**config.mk**
```make
export PLATFORM = sky130hd
export DESIGN_NAME = sync_to_stream
export DESIGN_NICKNAME = d
export VERILOG_FILES = /design/src/rtl/video_pkg.sv /design/src/rtl/frame_counter.sv /design/src/rtl/sync_to_stream.sv
export SDC_FILE = /design/constraint.sdc
export NUM_CORES = 1
export LEC_CHECK = 0
export CORE_ASPECT_RATIO = 1.4
export CORE_MARGIN = 10
export CORE_UTILIZATION = 45
export DETAILED_ROUTE_END_ITERATION = 12
export PLACE_DENSITY_LB_ADDON = 0.05
export RECOVER_POWER = 25
export SLEW_MARGIN = 20
export SYNTH_ARGS = -nofsm -noshare
export SYNTH_HDL_FRONTEND = slang
export SYNTH_SLANG_ARGS = --single-unit
```
**constraint.sdc**
```tcl
create_clock -name clk -period 5.1 [get_ports clk]
set_clock_uncertainty 0.15 [all_clocks]
set_input_delay 1.02 -clock clk [delete_from_list [all_inputs] [get_ports clk]]
set_output_delay 1.02 -clock clk [all_outputs]
set_load 0.02 [all_outputs]
```
**src/rtl/video_pkg.sv**
```systemverilog
// ============================================================================
//  Module   : video_pkg
//  Brief    : Shared types and helpers for the pixel stream source.
//  Revision : 1.0
// ============================================================================
`default_nettype none

package video_pkg;

    typedef enum logic [1:0] {
        ST_WAIT_VS = 2'd0,
        ST_ARMED   = 2'd1,
        ST_ACTIVE  = 2'd2,
        ST_DONE    = 2'd3
    } state_t;

    typedef struct packed {
        logic sop;
        logic eop;
        logic valid;
    } beat_t;

    // A counter needs at least one bit even when its range is a single value.
    function automatic int cnt_width(input int n);
        return (n > 1) ? $clog2(n) : 1;
    endfunction

endpackage

`default_nettype wire

```
**src/rtl/frame_counter.sv**
```systemverilog
// ============================================================================
//  Module   : frame_counter
//  Brief    : Column/row pixel counters with last-pixel and line-complete flags.
//  Revision : 1.0
// ============================================================================
`default_nettype none

module frame_counter
    import video_pkg::*;
#(
    parameter int H_ACTIVE = 1920,
    parameter int V_ACTIVE = 1080
) (
    input  logic clk,
    input  logic reset_n,
    input  logic i_clear,
    input  logic i_inc,
    output logic o_last,
    output logic o_line_done
);

    localparam int c_CW = cnt_width(H_ACTIVE);
    localparam int c_RW = cnt_width(V_ACTIVE);
    localparam logic [c_CW-1:0] c_COL_LAST = c_CW'(H_ACTIVE - 1);
    localparam logic [c_RW-1:0] c_ROW_LAST = c_RW'(V_ACTIVE - 1);

    logic [c_CW-1:0] r_col;
    logic [c_RW-1:0] r_row;
    logic [c_CW-1:0] w_col_cur;
    logic [c_RW-1:0] w_row_cur;
    logic            w_col_wrap;
    logic            w_row_wrap;

    // A clear in the same cycle as an increment counts that pixel as the first of the frame.
    always_comb begin
        w_col_cur   = i_clear ? '0 : r_col;
        w_row_cur   = i_clear ? '0 : r_row;
        w_col_wrap  = (w_col_cur == c_COL_LAST);
        w_row_wrap  = (w_row_cur == c_ROW_LAST);
        o_last      = w_col_wrap && w_row_wrap;
        o_line_done = (w_col_cur == '0);
    end

    always_ff @(posedge clk or negedge reset_n) begin
        if (!reset_n) begin
            r_col <= '0;
            r_row <= '0;
        end else if (i_inc) begin
            if (w_col_wrap) begin
                r_col <= '0;
                r_row <= w_row_wrap ? '0 : w_row_cur + 1'b1;
            end else begin
                r_col <= w_col_cur + 1'b1;
                r_row <= w_row_cur;
            end
        end else if (i_clear) begin
            r_col <= '0;
            r_row <= '0;
        end
    end

endmodule

`default_nettype wire

```
**src/rtl/sync_to_stream.sv**
```systemverilog
// ============================================================================
//  Module   : sync_to_stream
//  Brief    : Converts vsync/de/RGB timing into sop/eop-framed stream beats.
//  Revision : 1.0
// ============================================================================
`default_nettype none

module sync_to_stream
    import video_pkg::*;
#(
    parameter int W        = 10,
    parameter int H_ACTIVE = 1920,
    parameter int V_ACTIVE = 1080,
    parameter bit VS_POL   = 1'b1
) (
    input  logic         clk,
    input  logic         reset_n,
    input  logic         vsync_i,
    input  logic         de_i,
    input  logic [W-1:0] data_r_i,
    input  logic [W-1:0] data_g_i,
    input  logic [W-1:0] data_b_i,
    output logic [W-1:0] data_r_o,
    output logic [W-1:0] data_g_o,
    output logic [W-1:0] data_b_o,
    output logic         sop_o,
    output logic         eop_o,
    output logic         valid_o,
    output logic         frame_err_o
);

    state_t       r_state;
    state_t       w_eff_state;
    beat_t        r_beat;
    logic         r_vs_d;
    logic         r_err_done;
    logic         r_frame_err;
    logic [W-1:0] r_data_r;
    logic [W-1:0] r_data_g;
    logic [W-1:0] r_data_b;
    logic         w_vs_act;
    logic         w_vs_edge;
    logic         w_beat;
    logic         w_last;
    logic         w_line_done;

    assign w_vs_act  = (vsync_i == VS_POL);
    assign w_vs_edge = w_vs_act && !r_vs_d;

    // A frame boundary is processed before any pixel in the same cycle.
    always_comb begin
        w_eff_state = r_state;
        if (w_vs_edge) begin
            w_eff_state = ST_ARMED;
        end
    end

    assign w_beat = de_i && ((w_eff_state == ST_ARMED) || (w_eff_state == ST_ACTIVE));

    frame_counter #(
        .H_ACTIVE (H_ACTIVE),
        .V_ACTIVE (V_ACTIVE)
    ) u_frame_counter (
        .clk         (clk),
        .reset_n     (reset_n),
        .i_clear     (w_vs_edge),
        .i_inc       (w_beat),
        .o_last      (w_last),
        .o_line_done (w_line_done)
    );

    always_ff @(posedge clk or negedge reset_n) begin
        if (!reset_n) begin
            r_state     <= ST_WAIT_VS;
            r_beat      <= '0;
            r_vs_d      <= 1'b0;
            r_err_done  <= 1'b0;
            r_frame_err <= 1'b0;
            r_data_r    <= '0;
            r_data_g    <= '0;
            r_data_b    <= '0;
        end else begin
            r_vs_d      <= w_vs_act;
            r_beat      <= '0;
            r_frame_err <= 1'b0;

            if (w_beat) begin
                r_data_r     <= data_r_i;
                r_data_g     <= data_g_i;
                r_data_b     <= data_b_i;
                r_beat.valid <= 1'b1;
                r_beat.sop   <= (w_eff_state == ST_ARMED);
                r_beat.eop   <= w_last;
            end

            unique case (w_eff_state)
                ST_WAIT_VS: r_state <= ST_WAIT_VS;
                ST_ARMED: begin
                    if (de_i) begin
                        r_state <= w_last ? ST_DONE : ST_ACTIVE;
                    end else begin
                        r_state <= ST_ARMED;
                    end
                end
                ST_ACTIVE: begin
                    if (de_i) begin
                        if (w_last) begin
                            r_state <= ST_DONE;
                        end
                    end else if (!w_line_done) begin
                        r_frame_err <= 1'b1;
                        r_state     <= ST_WAIT_VS;
                    end
                end
                ST_DONE: begin
                    if (de_i && !r_err_done) begin
                        r_frame_err <= 1'b1;
                        r_err_done  <= 1'b1;
                    end
                end
                default: r_state <= ST_WAIT_VS;
            endcase

            if (w_vs_edge) begin
                r_err_done <= 1'b0;
                if (r_state == ST_ACTIVE) begin
                    r_frame_err <= 1'b1;
                end
            end
        end
    end

    assign data_r_o    = r_data_r;
    assign data_g_o    = r_data_g;
    assign data_b_o    = r_data_b;
    assign sop_o       = r_beat.sop;
    assign eop_o       = r_beat.eop;
    assign valid_o     = r_beat.valid;
    assign frame_err_o = r_frame_err;

endmodule

`default_nettype wire

```
-- Yosys cells after proc, flatten, opt, wreduce, memory -nomap -nowiden
Cells that the tools add are included.
- bits in registers: 60
- latch bits: 0
- RAM bits: 0
- ROM bits: 0
- bits of input ports: 34
- output and inout bits: 34
- memories kept: 0
- add/sub/neg operators: 2
- multiply operators: 0
- div/mod/pow operators: 0
- order comparisons: 0
- equality and inequality tests: 8
- shifts and indexed selects: 0
- mux-type cells: 24
- bitwise operators: 0
- reduce and logical (&&, ||, !) cells: 14
- operator list (kind ; number):
    11-bit 2-to-1 mux ; 7
    11-bit by 1-bit adder with 11-bit output, second input constant ; 2
    11-bit == test, second input constant ; 2
    11-bit logical NOT ; 1
    2-bit 2-to-1 mux ; 5
    1-bit 2-to-1 mux ; 9
    2-bit == test, second input constant ; 3
    3-bit inequality test, second input constant ; 2
    2-bit one-hot mux with 3 select lines ; 1
    1-bit logical AND ; 4
    2-bit nonzero test ; 2
    3-bit 2-to-1 mux ; 1
    3-bit AND reduction ; 1
    3-bit nonzero test ; 1
    2-bit by 1-bit == test with 1-bit output, second input constant ; 1
    1-bit logical NOT ; 2
    2-bit logical NOT ; 1
    1-bit one-hot mux with 2 select lines ; 1
    2-bit AND reduction ; 1
    1-bit logical OR ; 1

-- Longest topological paths before layout
- depth in word-level cells: 9
- gate-level depth with buffers: 12

-- Cells and area by module
A second synthesis with hierarchy kept.
- cells, all modules: 239
- area total of the unflattened synthesis: 2931.6 um^2
- modules (own cells, without submodules) (module ; times used ; cells each ; area an instance (um^2)):
    sync_to_stream ; 1 ; 98 ; 1597.8
    frame_counter ; 1 ; 141 ; 1333.8

-- Worst setup path after synthesis
No wires, ideal clock.
- path kind: input to register
- start point: input port vsync_i
- end point: register u_frame_counter.r_row[9]
- setup time: 0.078 ns
- arrival time: 3.214 ns
- data required time: 4.872 ns
- slack: 1.657 ns
- stages: 11
- path buffers: 3
- cells stage by stage: nor2b_1 -> clkbuf_1 -> clkbuf_1 -> nor2_1 -> ha_1 -> nand2_1 -> inv_1 -> nand3_2 -> buf_6 -> or4_1 -> a21oi_1
- word-level cells in the longest chain between the ends: 6
- elaborated cells on any way between the ends: 14
- those cells by class: 1 x add/sub; 4 x eq/ne; 6 x mux; 3 x reduce/logical
- ends and longest elaborated chain (what ; RTL line ; RTL):
    start: declaration ; sync_to_stream.sv:18 ; input logic vsync_i,
    1-bit logical AND (*) ; sync_to_stream.sv:48 ; assign w_vs_edge = w_vs_act && !r_vs_d;
    11-bit 2-to-1 mux or 2-bit 2-to-1 mux (tied branches) ; frame_counter.sv:37, sync_to_stream.sv:53 ;
    11-bit by 1-bit adder with 11-bit output (tied with other cells) ; frame_counter.sv:51 ; r_row <= w_row_wrap ? '0 : w_row_cur + 1'b1;
    11-bit 2-to-1 mux or 1-bit logical OR (tied branches) ; frame_counter.sv:51, sync_to_stream.sv:58 ;
    11-bit 2-to-1 mux or 1-bit logical AND (tied branches) ; frame_counter.sv:49, sync_to_stream.sv:58 ;
    11-bit 2-to-1 mux (*) ; frame_counter.sv:48 ; end else if (i_inc) begin
    end signal: assignment ; frame_counter.sv:51 ;
    end signal: assignment ; frame_counter.sv:54 ; r_row <= w_row_cur;
    end: declaration ; frame_counter.sv:28 ; logic [c_RW-1:0] r_row;
Mark *: on every way between the ends. The rest lies on a longest branch, timed or not.
A chain may end at the register's enable or synchronous reset.

-- Final worst setup path
- start point: input port vsync_i
- end point: register u_frame_counter.r_row[7]
The elaborated chain is that of the path after synthesis.

==> metrics.txt <==
Leak=1.72 nW; CTS tree=done; Routability Congestion=0.866; portion of the post-synthesis area used by sequential elements=0.526; CTS HTree Levels=3; share of post-route cells with drive strength above 1=0.0658; number of antenna violations at the first check in global routing=0; slowest CP cell=sky130_fd_sc_hd__dlygate4sd3_1; Initial Util=0.460; area share of xor/xnor cells in the synthesized design=0.0276; top fanout value on the critical path=21; fraction of synthesis flops using an asynchronous set or reset pin=1.00; first-pass iteration count of the detailed router=4; detailed-route DRC error count=0; Synth area leaders=sky130_fd_sc_hd__dfrtp_1 (53%), sky130_fd_sc_hd__nand2_1 (15%), sky130_fd_sc_hd__ha_1 (3.1%); Met2 Wirelength=3.38 mm; kind of launch point of the worst setup path=input port; aggregate routed wire length=6.84 mm; area inside the core boundary=6210 um2; Synth Area in Compound Gates=0.0841; Ports=68; floorplan row count=34; vias per cell=5.13; placed insts=451; CTS Root Cell=sky130_fd_sc_hd__clkbuf_8; Clock Path Buffers=2; Worst path max stage delay=0.57 ns; Worst-path clk slew=0.06 ns; signal arrival time at the worst endpoint=3.69 ns; area enclosed by the die boundary=9980 um2; Netlist cell types=40; port buffer count=67; cell type with the largest total area after synthesis=sky130_fd_sc_hd__dfrtp_1; actual transition at the worst max-transition pin=0.757 ns; CTS Hold Buffers Added=0; kind of path behind the tightest hold check=reg2reg; combinational family with the most area after synthesis=simple AND/OR/NAND/NOR gates; final worst path period share=0.702; WP buf/inv=3; sort of element at the end of the critical path=register; Num CTS Buffers=9; Detail Route met3 WL=637 um; count of nets after finishing=431; worst rel slew slack=0.495; count of final max-slew check failures=0; global-route total usage across every layer=0.146; Hold Vio Cnt, Final=0; setup repair after global routing missed its margin=no; minimum period implied by the final worst setup slack=3.58 ns; kind of critical path=in2reg; post-CTS sizing=0; Synthesized Nets=362; Post-Synthesis Cells=321; number of global-route vias before repair=2,438; share of cell area taken by muxes after synthesis=0.00351; clk sink count=60; total gr overflow=0; Post-Route M1 WL=2.68 mm; Antenna Cells=0; cell area after placement=3590 um2; register bit total from synthesis=60; Routed wire per std cell=14.6 um; number of maximum-capacitance constraint violations=0; run status=completed; share of Yosys cell area claimed by the top area cell type=0.526; HPWL reported at the end of detailed placement=4.90 mm; post-synthesis cell area=2860 um2; sum of negative setup slack=0 ns; number of nets with antenna violations after routing=0; Layout Cells excl Fill=467; worst path cell trace=dlygate4sd3_1 > nand2b_1 > buf_4 > nand2_1 > inv_1 > ha_1 > nand3_1 > nor4_4 > nand3_2 > or4_1 > a21oi_1; Post-synth EDFFs=0; starting DRC count in detailed routing=107; Synth Warn #=0; insertion delay of the later-clocked pin in the worst-skew pair=0.35 ns; maximum number of pins on one net before global-route repair=61; family of cells with the greatest summed delay on the critical path=simple AND/OR/NAND/NOR gates; data required time at the worst endpoint=5.21 ns; Synth Area per Inst=8.89 um2; Die Y=114 um; wire length of the first global-routing pass=11.6 mm; top achievable clock speed=0.279 GHz; count of final setup violators=0; post-route cell area=3770 um2; post-synthesis share of cell area spent on full adders, half adders and majority gates=0.0307; Most used DFF post-synth=sky130_fd_sc_hd__dfrtp_1; highest metal layer with signal wires=met4; Post-Synth Simple-Gate Area=0.293; Layout area overhead=32.0%; Die Span X=87.3 um; via count=2,397; largest voltage drop on the vdd net=0.223 mV; post-CTS setup buffer count=0; Power Dens Cells=393 nW/um2
report_power, final:
group | switching [mW] | internal [mW]
Clock | 0.184 | 0.223
Combinational | 0.248 | 0.212
Sequential | 0.0489 | 0.567
Total | 0.480 | 1.00
worst reg2reg max path, delay by kind of cell (launching register included):
kind                       cells  cell delay, ns
buffers and inverters          2            0.31
and+or+nand+nor                6            1.51
DFF                            1            0.34
AOI/OAI and AO/OA              1            0.15
adders and majority gates      1            0.16
cell type report:
class	count	area, um2
clock inverters	5	52.6
well taps	72	90.1
multi-input cells	237	1250
flip-flops and latches	60	1500
repair buffers	72	703
inverters	10	37.5
clock buffers	11	131
fillers	579	2440
layout by cell type (no fill, tap or decap), drive strengths merged, types with 4 or more instances in the layout:
master,instances
nand4,7
nor4,4
a21oi,9
nand3,10
nand2,117
inv,10
xor2,6
a31oi,4
clkbuf,11
buf,6
dfrtp,60
ha,7
clkdlybuf4s50,65
nor2,15
nand2b,4
or4,4
nor3,6
o21ai,14
metal layers:
layer	track usage	vias to the layer above
met5	0	-
met2	0.224	58
met4	0.0661	0
met3	0.0748	11
li1	-	1200
met1	0.165	1128
flip-flops by register name, indices dropped and copies added (netlist names):
name	cells
r_vs_d	1
u_frame_counter.r_row	11
sop_o	1
frame_err_o	1
u_frame_counter.r_col	11
r_err_done	1
eop_o	1
r_state	2
data_g_o	10
data_b_o	10
data_r_o	10
valid_o	1
cells by family (layout without fill, tap and decap cells):
group	count (synthesis)	count (layout)
and+or+nand+nor	180	180
DFF	60	60
AOI/OAI and AO/OA	40	40
buffers and inverters	24	98
xor gates and xnor gates	9	9
adders and majority gates	7	7
muxes	1	1
worst paths after layout:
path	startpoint	endpoint	slack (ns)	depth (start not counted)
max	vsync_i	u_frame_counter.r_row[7]	1.52	11
min	data_g_o[2]	data_g_o[2]	0.32	2
max reg2reg	r_vs_d	u_frame_counter.r_row[7]	2.42	10
min reg2reg	data_g_o[2]	data_g_o[2]	0.32	2
max in group asynchronous	reset_n	data_b_o[2]	3.62	2
min in group asynchronous	reset_n	u_frame_counter.r_col[2]	0.68	2
cell usage after synthesis, types with 3 or more instances:
cell / count
sky130_fd_sc_hd__o21a_1: 3
sky130_fd_sc_hd__nand2b_1: 4
sky130_fd_sc_hd__nor3_1: 5
sky130_fd_sc_hd__nor2_1: 15
sky130_fd_sc_hd__nand3_1: 8
sky130_fd_sc_hd__inv_1: 10
sky130_fd_sc_hd__xnor2_1: 3
sky130_fd_sc_hd__o31ai_1: 3
sky130_fd_sc_hd__a31oi_1: 4
sky130_fd_sc_hd__ha_1: 7
sky130_fd_sc_hd__nand4_1: 7
sky130_fd_sc_hd__dfrtp_1: 60
sky130_fd_sc_hd__nand2_1: 117
sky130_fd_sc_hd__o21ai_0: 14
sky130_fd_sc_hd__xor2_1: 6
sky130_fd_sc_hd__or4_1: 4
sky130_fd_sc_hd__a21oi_1: 9
sky130_fd_sc_hd__clkbuf_1: 9
sky130_fd_sc_hd__nor4_1: 3
per-stage QoR:
stage / hold WS (ns) / worst slack, ns / util / power (mW)
floorplan: 0.287 / 1.66 / - / 0.839
global route: 0.344 / 1.31 / 0.607 / 1.57
finish: 0.321 / 1.52 / 0.607 / 1.48
detailed placement: 0.311 / 1.31 / 0.577 / 1.09
global placement: 0.307 / 1.37 / 0.577 / 1.09
CTS: 0.326 / 1.66 / 0.607 / 1.51
(Power assumes the default switching activity.)
